--- src/rtl/z88_sram_arbiter.sv ---
// Slot-0 SRAM arbiter: the CPU has combinational priority and the LCD fetcher reads in free cycles.
// Optional macro SRAM_WAIT_EN: a CPU access during a video read stalls the CPU instead of aborting the read.
module z88_sram_arbiter #(
  parameter int AW      = 19,
  parameter int DW      = 8,
  parameter int ACC_CYC = 2
) (
  input  logic          clk,
  input  logic          reset_n,
  input  logic          cpu_ce_n,
  input  logic          cpu_oe_n,
  input  logic          cpu_we_n,
  input  logic [AW-1:0] cpu_a,
  input  logic [DW-1:0] cpu_do,
  output logic [DW-1:0] cpu_di,
  output logic          cpu_wait_n,
  input  logic          vid_req,
  input  logic [AW-1:0] vid_a,
  output logic          vid_ack,
  output logic [DW-1:0] vid_data,
  output logic [AW-1:0] ram_a,
  output logic [DW-1:0] ram_di,
  input  logic [DW-1:0] ram_do,
  output logic          ram_ce_n,
  output logic          ram_oe_n,
  output logic          ram_we_n
);

  typedef enum logic [1:0] {IDLE, VRD, ACK} state_t;

  localparam logic [3:0] CNT_LOAD = 4'(ACC_CYC - 1);

  state_t        state_q, state_d;
  logic [3:0]    cnt_q, cnt_d;
  logic          vid_ack_q, vid_ack_d;
  logic [DW-1:0] vid_data_q, vid_data_d;

  logic cpu_own;
  logic vid_own;
  logic cpu_stall;
  logic vid_abort;

`ifdef SRAM_WAIT_EN
  // A CPU access arriving mid-read waits for the video read to finish.
  assign cpu_stall = (state_q == VRD) && !cpu_ce_n;
  assign vid_abort = 1'b0;
  assign cpu_own   = reset_n && !cpu_ce_n && (state_q != VRD);
`else
  assign cpu_stall = 1'b0;
  assign vid_abort = !cpu_ce_n;
  assign cpu_own   = reset_n && !cpu_ce_n;
`endif

  assign vid_own    = reset_n && !cpu_own && (state_q == VRD);
  assign cpu_wait_n = !cpu_stall;
  assign vid_ack    = vid_ack_q;
  assign vid_data   = vid_data_q;
  assign cpu_di     = cpu_own ? ram_do : '1;

  always_comb begin
    ram_a    = '0;
    ram_di   = '0;
    ram_ce_n = 1'b1;
    ram_oe_n = 1'b1;
    ram_we_n = 1'b1;
    if (cpu_own) begin
      ram_a    = cpu_a;
      ram_di   = cpu_do;
      ram_ce_n = 1'b0;
      ram_oe_n = cpu_oe_n;
      ram_we_n = cpu_we_n;
    end else if (vid_own) begin
      ram_a    = vid_a;
      ram_ce_n = 1'b0;
      ram_oe_n = 1'b0;
    end
  end

  always_comb begin
    state_d    = state_q;
    cnt_d      = cnt_q;
    vid_ack_d  = 1'b0;
    vid_data_d = vid_data_q;
    case (state_q)
      IDLE: begin
        if (vid_req && cpu_ce_n) begin
          state_d = VRD;
          cnt_d   = CNT_LOAD;
        end
      end
      VRD: begin
        if (vid_abort) begin
          state_d = IDLE;
          cnt_d   = 4'd0;
        end else if (cnt_q == 4'd0) begin
          // The read completes even if the requester dropped vid_req early.
          vid_data_d = ram_do;
          vid_ack_d  = 1'b1;
          state_d    = ACK;
        end else begin
          cnt_d = cnt_q - 4'd1;
        end
      end
      ACK:     state_d = IDLE;
      default: state_d = IDLE;
    endcase
  end

  always_ff @(posedge clk or negedge reset_n) begin
    if (!reset_n) begin
      state_q    <= IDLE;
      cnt_q      <= 4'd0;
      vid_ack_q  <= 1'b0;
      vid_data_q <= '0;
    end else begin
      state_q    <= state_d;
      cnt_q      <= cnt_d;
      vid_ack_q  <= vid_ack_d;
      vid_data_q <= vid_data_d;
    end
  end

endmodule

--- config.mk ---
export PLATFORM = sky130hd
export DESIGN_NAME = z88_sram_arbiter
export DESIGN_NICKNAME = d
export VERILOG_FILES = /design/src/rtl/z88_sram_arbiter.sv
export SDC_FILE = /design/constraint.sdc
export NUM_CORES = 1
export LEC_CHECK = 0
export ABC_AREA = 1
export CAP_MARGIN = 20
export CORE_MARGIN = 5
export CORE_UTILIZATION = 50
export DETAILED_ROUTE_END_ITERATION = 16
export DONT_BUFFER_PORTS = 1
export HOLD_SLACK_MARGIN = 0.06
export SYNTH_ARGS = -nofsm -noshare
export SYNTH_HDL_FRONTEND = slang
export SYNTH_SLANG_ARGS = --single-unit
--- constraint.sdc ---
create_clock -name clk -period 1.7 [get_ports clk]
set_clock_uncertainty 0.05 [all_clocks]
set_input_delay 0.34 -clock clk [delete_from_list [all_inputs] [get_ports clk]]
set_output_delay 0.34 -clock clk [all_outputs]
set_load 0.05 [all_outputs]
---- Word level (Yosys, flattened, before mapping) ----
Cells that the tools add are included.
storage, ports and cells
  register bits ........................... 15
  bits of input ports ..................... 60
  word-level logic and storage cells ...... 40
operators by class
  add/sub/neg operators ................... 1
  equal/unequal tests ..................... 4
  multiplexer cells ....................... 19
  reduce and logical (&&, ||, !) cells .... 12
operator list
  operator               count
  $mux W19               2
  $mux W8                2
  $mux W4                3
  $pmux W4 S2            1
  $mux W1                7
  $mux W2                3
  $reduce_and A3 Y1      2
  $logic_and A1 B1 Y1    4
  $logic_not A4 Y1       1
  $pmux W2 S2            1
  $sub A4 B1 Y4 const B  1
  $ne A3 B2 Y1 const B   1
  $ne A3 B3 Y1 const B   1
  $eq A2 B1 Y1 const B   1
  $logic_not A1 Y1       2
  $logic_not A2 Y1       1
  $ne A2 B2 Y1 const B   1
  $reduce_and A2 Y1      1
  $reduce_bool A2 Y1     1

---- Longest topological paths before layout ----
Gate-level depths: netlist of run 1.
  word-level depth ........................ 7
  depth in mapped cells ................... 9
  gate-level depth less buffers ........... 8

---- Worst setup path before layout of run 1 ----
Ideal clock, no wire load.
  path kind ............................... input port to output port
  start point ............................. in cpu_ce_n
  end point ............................... out ram_di[0]
  arrival time ............................ 1.357 ns
  slack ................................... -0.047 ns
  cell stages on the path ................. 4
  buffers on the path ..................... 1
  path through ............................ inv_2 nand2_1 buf_4 nor2_1
between the ends
  longest elaborated chain between the ends .. 3
ends and longest elaborated chain
  item                 line  text
  start, declared      10    input logic cpu_ce_n,
  $logic_not A1 Y1     51    assign cpu_own = reset_n && !cpu_ce_n;
  $logic_and A1 B1 Y1  51
  $mux W8              66    if (cpu_own) begin
  end, declared        22    output logic [DW-1:0] ram_di,
No other way between the ends.

---- Final worst setup path of run 1 ----
  start point ............................. reg state_q[1]
  end point ............................... out ram_a[17]
between the ends
  longest elaborated chain between the ends .. 4
ends and longest elaborated chain
  item                    line  text
  start, declared         33    state_t state_q, state_d;
  start signal, assigned  116   state_q <= state_d;
  $eq A2 B1 Y1            54    assign vid_own = reset_n && !cpu_own && (state_q == VRD);
  $logic_and A1 B1 Y1     54
  $mux W19                72    end else if (vid_own) begin
  $mux W19                66
  end, declared           21    output logic [AW-1:0] ram_a,
No other way between the ends.

==> results of run 1 <==
power by group through the flow:
stage / logic, mW / registers (mW) / clock network [mW]
CTS: 0.851 / 0.948 / 0.213
floorplan: 0.542 / 0.923 / 0
global placement: 0.772 / 0.950 / 0
global route: 0.938 / 0.964 / 0.235
finish: 0.861 / 0.948 / 0.207
detailed placement: 0.800 / 0.952 / 0
critical path: cells and delay by family (launching register included):
family	cells	cell delay [ps]
and+or+nand+nor	5	460
buffers and inverters	3	320
DFF	1	390
worst max-delay path by stage:
stage / cells after the start / endpoint / start
6_report: 8 / ram_a[17] / state_q[1]
3_3_place_gp: 8 / ram_a[15] / state_q[1]
3_5_place_dp: 8 / ram_a[6] / state_q[1]
4_1_cts: 8 / ram_a[15] / state_q[1]
5_1_grt: 8 / ram_a[2] / state_q[1]
2_1_floorplan: 4 / ram_di[0] / cpu_ce_n
final cells by class:
class	instances	area share, %
clock buffers	3	1.28
clock inverters	1	0.284
inverters	22	5.25
multi-input cells	135	37.4
flip-flops and latches	15	21.3
well taps	27	1.91
repair buffers	37	31.5
repair inverters	3	1.13
cells by family (layout without fill, tap and decap cells):
family | after synthesis | in the layout
AND/OR/NAND/NOR | 125 | 125
buffers and inverters | 28 | 66
flip-flops | 15 | 15
AO/OA/AOI/OAI | 7 | 7
adder cells (fa/ha/maj) | 2 | 2
other | 1 | 1
metal layers:
layer / global-route usage (%) / vias to the layer above
met3: 8.26 / 9
met5: 0 / -
met2: 41.1 / 75
li1: - / 598
met1: 23.2 / 579
met4: 6.10 / 0
per-stage QoR:
stage               power [mW]  instance area, sq um  instances
global route              2.14                  1760        243
finish                    2.02                  1760        243
CTS                       2.01                  1730        241
detailed placement        1.75                  1590        232
floorplan                 1.46                  1080        178
global placement          1.72                  1590        232
cell usage in the layout (no fill, tap or decap):
cell,netlist,routed
inv_1,19,18
inv_8,0,1
dfrtp_1,15,15
inv_6,0,1
o21ai_0,4,4
conb_1,1,1
inv_4,2,2
nand2_1,100,72
buf_12,0,22
nand4_1,1,1
dlygate4sd3_1,0,1
nand2_4,0,3
ha_1,2,2
a21oi_1,2,2
buf_4,2,14
clkinv_2,0,2
inv_2,1,2
nand2_2,1,26
o32ai_1,1,1
nand3_1,2,2
nor2_1,11,11
or2_2,9,9
clkbuf_4,0,3
nor2_4,1,1
timing repair:
action | in CTS | in global routing
buffers inserted | 3 | 0
cloned | 1 | 2
hold endpoints to repair | 15 | 0
pin swaps | 2 | 8
setup endpoints to repair | 21 | 21
hold buffers | 1 | 0
resized for setup | 27 | 9
sequential cells by signal, summed over array words and instances, names as in the netlist:
| register | cells |
|---|---|
| vid_ack | 1 |
| cnt_q | 4 |
| state_q | 2 |
| vid_data | 8 |
==> flow_metrics.env, run 1 <==
export IMPL_synthTopCellsByArea="dfrtp_1 (35%), nand2_1 (35%), inv_1 (6.6%), or2_2 (5.2%), nor2_1 (3.8%)"
export IMPL_yosys_area_top_type="dfrtp_1"
export IMPL_route_met3_wl_microns=376
export IMPL_drc=0
export IMPL_gr_usage_all_layers_pct=22.2
export IMPL_start_util_pct=53.7
export IMPL_cts_sinks=15
export IMPL_rsz0062_at_grt="true"
export IMPL_synth_xor_area_share_pct=0
export IMPL_wire_per_inst_microns=15.3
export IMPL_arrival_ps=1450
export IMPL_p_int_mw=0.910
export IMPL_tightestPinTransition_ps=663
export IMPL_dieArea_sq_um=3200
export IMPL_startpoint_type="register"
export IMPL_pwr_share_seq_pct=47.0
export IMPL_slew_headroom_pct=55.7
export IMPL_fin_ws_ps=-144
export IMPL_antenna_found_initial=0
export IMPL_synth_compound_area_share_pct=3.58
export IMPL_vdd_ir_drop_worst_mv=1.60
export IMPL_grt_pass1_wl_microns=5750
export IMPL_num_rows=16
export IMPL_routed_wl_met2_microns=2020
export IMPL_clk_pin_slew_ps=90
export IMPL_ioPinCount=108
export IMPL_die_h_microns=56.6
export IMPL_cellPowerDensity_nw_per_um2=1140
export IMPL_max_stage_delay_ps=390
export IMPL_synth_simple_area_share_pct=46.7
export IMPL_cpMostUsedCell="nand2_2"
export IMPL_timing_rr_end="vid_data[1]"
export IMPL_combPwrFrac_pct=42.7
export IMPL_cts_max_path_buffers=2
export IMPL_drt_pass1_iterations=4
export IMPL_fillCellCount=105
export IMPL_hold_end="vid_data[6]"
export IMPL_holdPathStages=2
export IMPL_synth_top_family_by_area="simple AND/OR/NAND/NOR gates"
export IMPL_ff2ff_setup_slack_ps=230
export IMPL_cp_max_fo=5
export IMPL_min_period_ps=1840
export IMPL_ant_nets=0
export IMPL_cts_tree="yes"
export IMPL_vias=1261
export IMPL_maxCapViolCount=0
export IMPL_numCtsBuffers=3
export IMPL_core_sq_um=2020
export IMPL_highest_layer="met4"
export IMPL_die_width_microns=56.6
export IMPL_pre_cts_ws_ps=47.0
export IMPL_route_layer_met1_wl_microns=1280
export IMPL_synthCells=178
export IMPL_yosysSeqAreaShare_pct=34.6
export IMPL_rr_worst_depth=9
export IMPL_outcome="finished with violations"
export IMPL_synthAdderAreaFrac_pct=2.31
export IMPL_syn_area_sq_um=1080
export IMPL_synth_top_cells_by_count="nand2_1 (100), inv_1 (19), dfrtp_1 (15)"
export IMPL_synthArstFlopShare_pct=100
export IMPL_multi_input_area_sq_um=659
export IMPL_portBuffers=0
export IMPL_period_share_pct=108
export IMPL_hold_path_class="primary input to register"
export IMPL_synth_edf_count=0
export IMPL_ys_types=19
export IMPL_criticalPathCategory="register to output port"
export IMPL_diodes=0
export IMPL_grt_pass1_vias=1292
export IMPL_syn_area_per_cell_sq_um=6.09
export IMPL_gp_congestion=0.821
export IMPL_synth_fp_nets=240
export IMPL_synth_top_area_share_pct=34.6
export IMPL_cts_root_buf="clkbuf_4"
export IMPL_setup_tns_ps=-2490
export IMPL_synth_seq_cells=15
export IMPL_switching_power_mw=1.10
export IMPL_swShare_pct=54.8
export IMPL_reg2reg_from="cnt_q[0]"
export IMPL_htreeDepth=1
export IMPL_path_cells="inv_1 -> nand2_2 -> nor2_4 -> nand2_4 -> inv_6 -> nand2_2 -> nand2_2 -> buf_12"
export IMPL_fmax_mhz=542
export IMPL_finalSetupViolCount=21
export IMPL_drive_above_1_share_pct=39.8
export IMPL_whs_ps=108
export IMPL_register_area_sq_um=375
export IMPL_nets=279
export IMPL_grt_max_degree=21
export IMPL_syn2layout_area_growth_pct=62.6
export IMPL_cp_required_ps=1310
export IMPL_p_leak_nw=0.954
export IMPL_end_kind="output port"
export IMPL_synth_most_common_cell="nand2_1"
export IMPL_finalWirelength_microns=3720
export IMPL_synth_mux_area_share_pct=0
export IMPL_worst_path_max_delay_cell="dfrtp_1"
export IMPL_utilization_pct=87.3
export IMPL_grt_ovfl_total=0
export IMPL_dp_hpwl_microns=2810
export IMPL_drtIter0Drc=35
export IMPL_yosysWarnings=0
export IMPL_viasPerCell=5.19
export IMPL_slew_viol_final=0
export IMPL_finalHoldViolations=0
export IMPL_clkPwrFrac_pct=10.3
export IMPL_clk_latency_ps=290
export IMPL_ys_flop_type="dfrtp_1"
export IMPL_hold_start="ram_do[6]"
export IMPL_violations="negative setup slack"
Note: power is estimated with default switching activity, not from simulation.
==> run 2, diff against run 1 <==
Settings changed: CORE_UTILIZATION 50 to 40.
==> run 2 against run 1 <==
The flow still finishes with violations (negative setup slack); wire length up 4.8%; global-route usage down 2.5 points; core utilization down 16 points; worst setup slack worse by 57 ps; hold slack worse by 11 ps; combinational power up 3.3%; maximum frequency down 3.0%; critical endpoint is now ram_ce_n; largest power group unchanged.
==> flow_metrics.env, run 2 (synthesis results as in run 1) <==
export IMPL_syn2layout_area_growth_pct=66.2
export IMPL_mostFrequentLayoutCells="nand2_1 (63), nand2_2 (34), buf_12 (22)"
export IMPL_die_width_microns=62.1
export IMPL_clk_latency_ps=290
export IMPL_utilization_pct=70.8
export IMPL_dp_hpwl_microns=2950
export IMPL_maxCapViolCount=0
export IMPL_ioPinCount=108
export IMPL_portBuffers=0
export IMPL_violations="negative setup slack"
export IMPL_grt_pass1_vias=1313
export IMPL_layout_commonest_cell="nand2_1"
export IMPL_rr_worst_depth=9
export IMPL_period_share_pct=112
export IMPL_drc=0
export IMPL_dpl_cell_area_sq_um=1590
export IMPL_gp_congestion=0.836
export IMPL_end_kind="output port"
export IMPL_cts_sinks=15
export IMPL_numCtsBuffers=3
export IMPL_timing_rr_end="vid_data[4]"
export IMPL_wire_per_inst_microns=15.8
export IMPL_setup_tns_ps=-3180
export IMPL_outcome="finished with violations"
export IMPL_grt_max_degree=21
export IMPL_tightestPinTransition_ps=670
export IMPL_gr_usage_all_layers_pct=19.7
export IMPL_cp_required_ps=1310
export IMPL_reg2reg_from="cnt_q[0]"
export IMPL_drive_above_1_share_pct=43.8
export IMPL_vias=1243
export IMPL_htreeDepth=1
export IMPL_num_rows=18
export IMPL_fmax_mhz=526
export IMPL_ant_nets=0
export IMPL_fillCellCount=195
export IMPL_min_period_ps=1900
export IMPL_slew_headroom_pct=55.2
export IMPL_cp_max_fo=5
export IMPL_arrival_ps=1510
export IMPL_finalWirelength_microns=3900
export IMPL_ff2ff_setup_slack_ps=190
export IMPL_cellPowerDensity_nw_per_um2=1140
export IMPL_core_sq_um=2540
export IMPL_start_util_pct=42.6
export IMPL_nets=280
export IMPL_p_leak_nw=0.955
export IMPL_holdPathStages=2
export IMPL_diodes=0
export IMPL_die_h_microns=62.1
export IMPL_criticalPathCategory="register to output port"
export IMPL_cts_root_buf="clkbuf_4"
export IMPL_hold_end="vid_data[6]"
export IMPL_dieArea_sq_um=3850
export IMPL_slew_viol_final=0
export IMPL_drtIter0Drc=30
export IMPL_startpoint_type="register"
export IMPL_cts_max_path_buffers=2
export IMPL_hold_start="ram_do[6]"
export IMPL_drt_pass1_iterations=4
export IMPL_finalSetupViolCount=21
export IMPL_largest_reg_flops=8
export IMPL_grt_ovfl_total=0
export IMPL_cts_tree="yes"
export IMPL_viasPerCell=5.03
export IMPL_grt_pass1_wl_microns=5640
export IMPL_final_area_sq_um=1800
export IMPL_clk_pin_slew_ps=100
export IMPL_fin_ws_ps=-201
export IMPL_finalHoldViolations=0
export IMPL_hold_path_class="primary input to register"
export IMPL_vdd_ir_drop_worst_mv=1.27
export IMPL_rsz0062_at_grt="true"
export IMPL_antenna_found_initial=0
run 2: cell count changes in the layout (fill, tap and decap cells not counted), moves of 2 or more:
cell	before	now
clkinv_2	2	0
clkinvlp_4	0	2
nand2_1	72	63
nand2_2	26	34
run 2: what timing repair did:
item	CTS	global route
gates resized for setup	35	9
pin swaps	13	9
buffers inserted	3	2
hold buffers	1	0
endpoints found under the setup margin	21	22
gates cloned	3	0
hold endpoints to repair	15	0
run 2: routing by layer:
metal  track usage (%)  part of all wire, %
met2              37.4                   58
met5                 0                    0
met4              5.76                 0.54
met3              4.55                  7.9
met1              21.5                   34
run 2: worst max path at each step:
stage	startpoint	endpoint	slack [ps]
2_1_floorplan	cpu_ce_n	ram_di[0]	-50
6_report	state_q[1]	ram_ce_n	-200
3_3_place_gp	state_q[1]	ram_a[8]	120
3_5_place_dp	state_q[1]	ram_a[17]	50
5_1_grt	state_q[1]	ram_a[16]	-280
4_1_cts	state_q[1]	ram_a[16]	-190
run 2: cell type report:
type | count | area, sq um | area share (%)
multi-input cells | 135 | 687 | 38.1
clock inverters | 1 | 7.51 | 0.416
inverters | 22 | 90.1 | 5.00
repair buffers | 38 | 563 | 31.2
repair inverters | 3 | 20.0 | 1.11
clock buffers | 3 | 22.5 | 1.25
well taps | 30 | 37.5 | 2.08
flip-flops and latches | 15 | 375 | 20.8
run 2: metrics by stage:
stage	cells	total power [mW]	hold slack, ps	worst slack (ps)
final	247	2.05	96.6	-201
after global routing	247	2.18	82.2	-277
after CTS	245	2.04	93.7	-187
after detailed placement	234	1.76	-5.28	51.3
after global placement	234	1.72	-5.26	122
after floorplan	178	1.46	-5.59	-46.8
run 2: report_power, final:
group          leakage (nW)  internal [mW]  switching (mW)  total [mW]
sequential            0.193          0.485           0.459       0.945
clock                0.0139         0.0897           0.130       0.220
combinational         0.747          0.349           0.540       0.889
run 2: worst max-delay path: stages, from the launching register on:
cell	delay, ps
dfrtp_1	390
inv_1	70
nand2_2	70
nor2_4	110
nand2_4	110
buf_4	170
nand2_4	70
inv_1	60
buf_12	140
==> run 3, diff against run 2 <==
Settings changed: CTS_CLUSTER_SIZE set to 30.
==> results of run 3 <==
The final DEF is identical to that of run 2; final timing and power are the same.
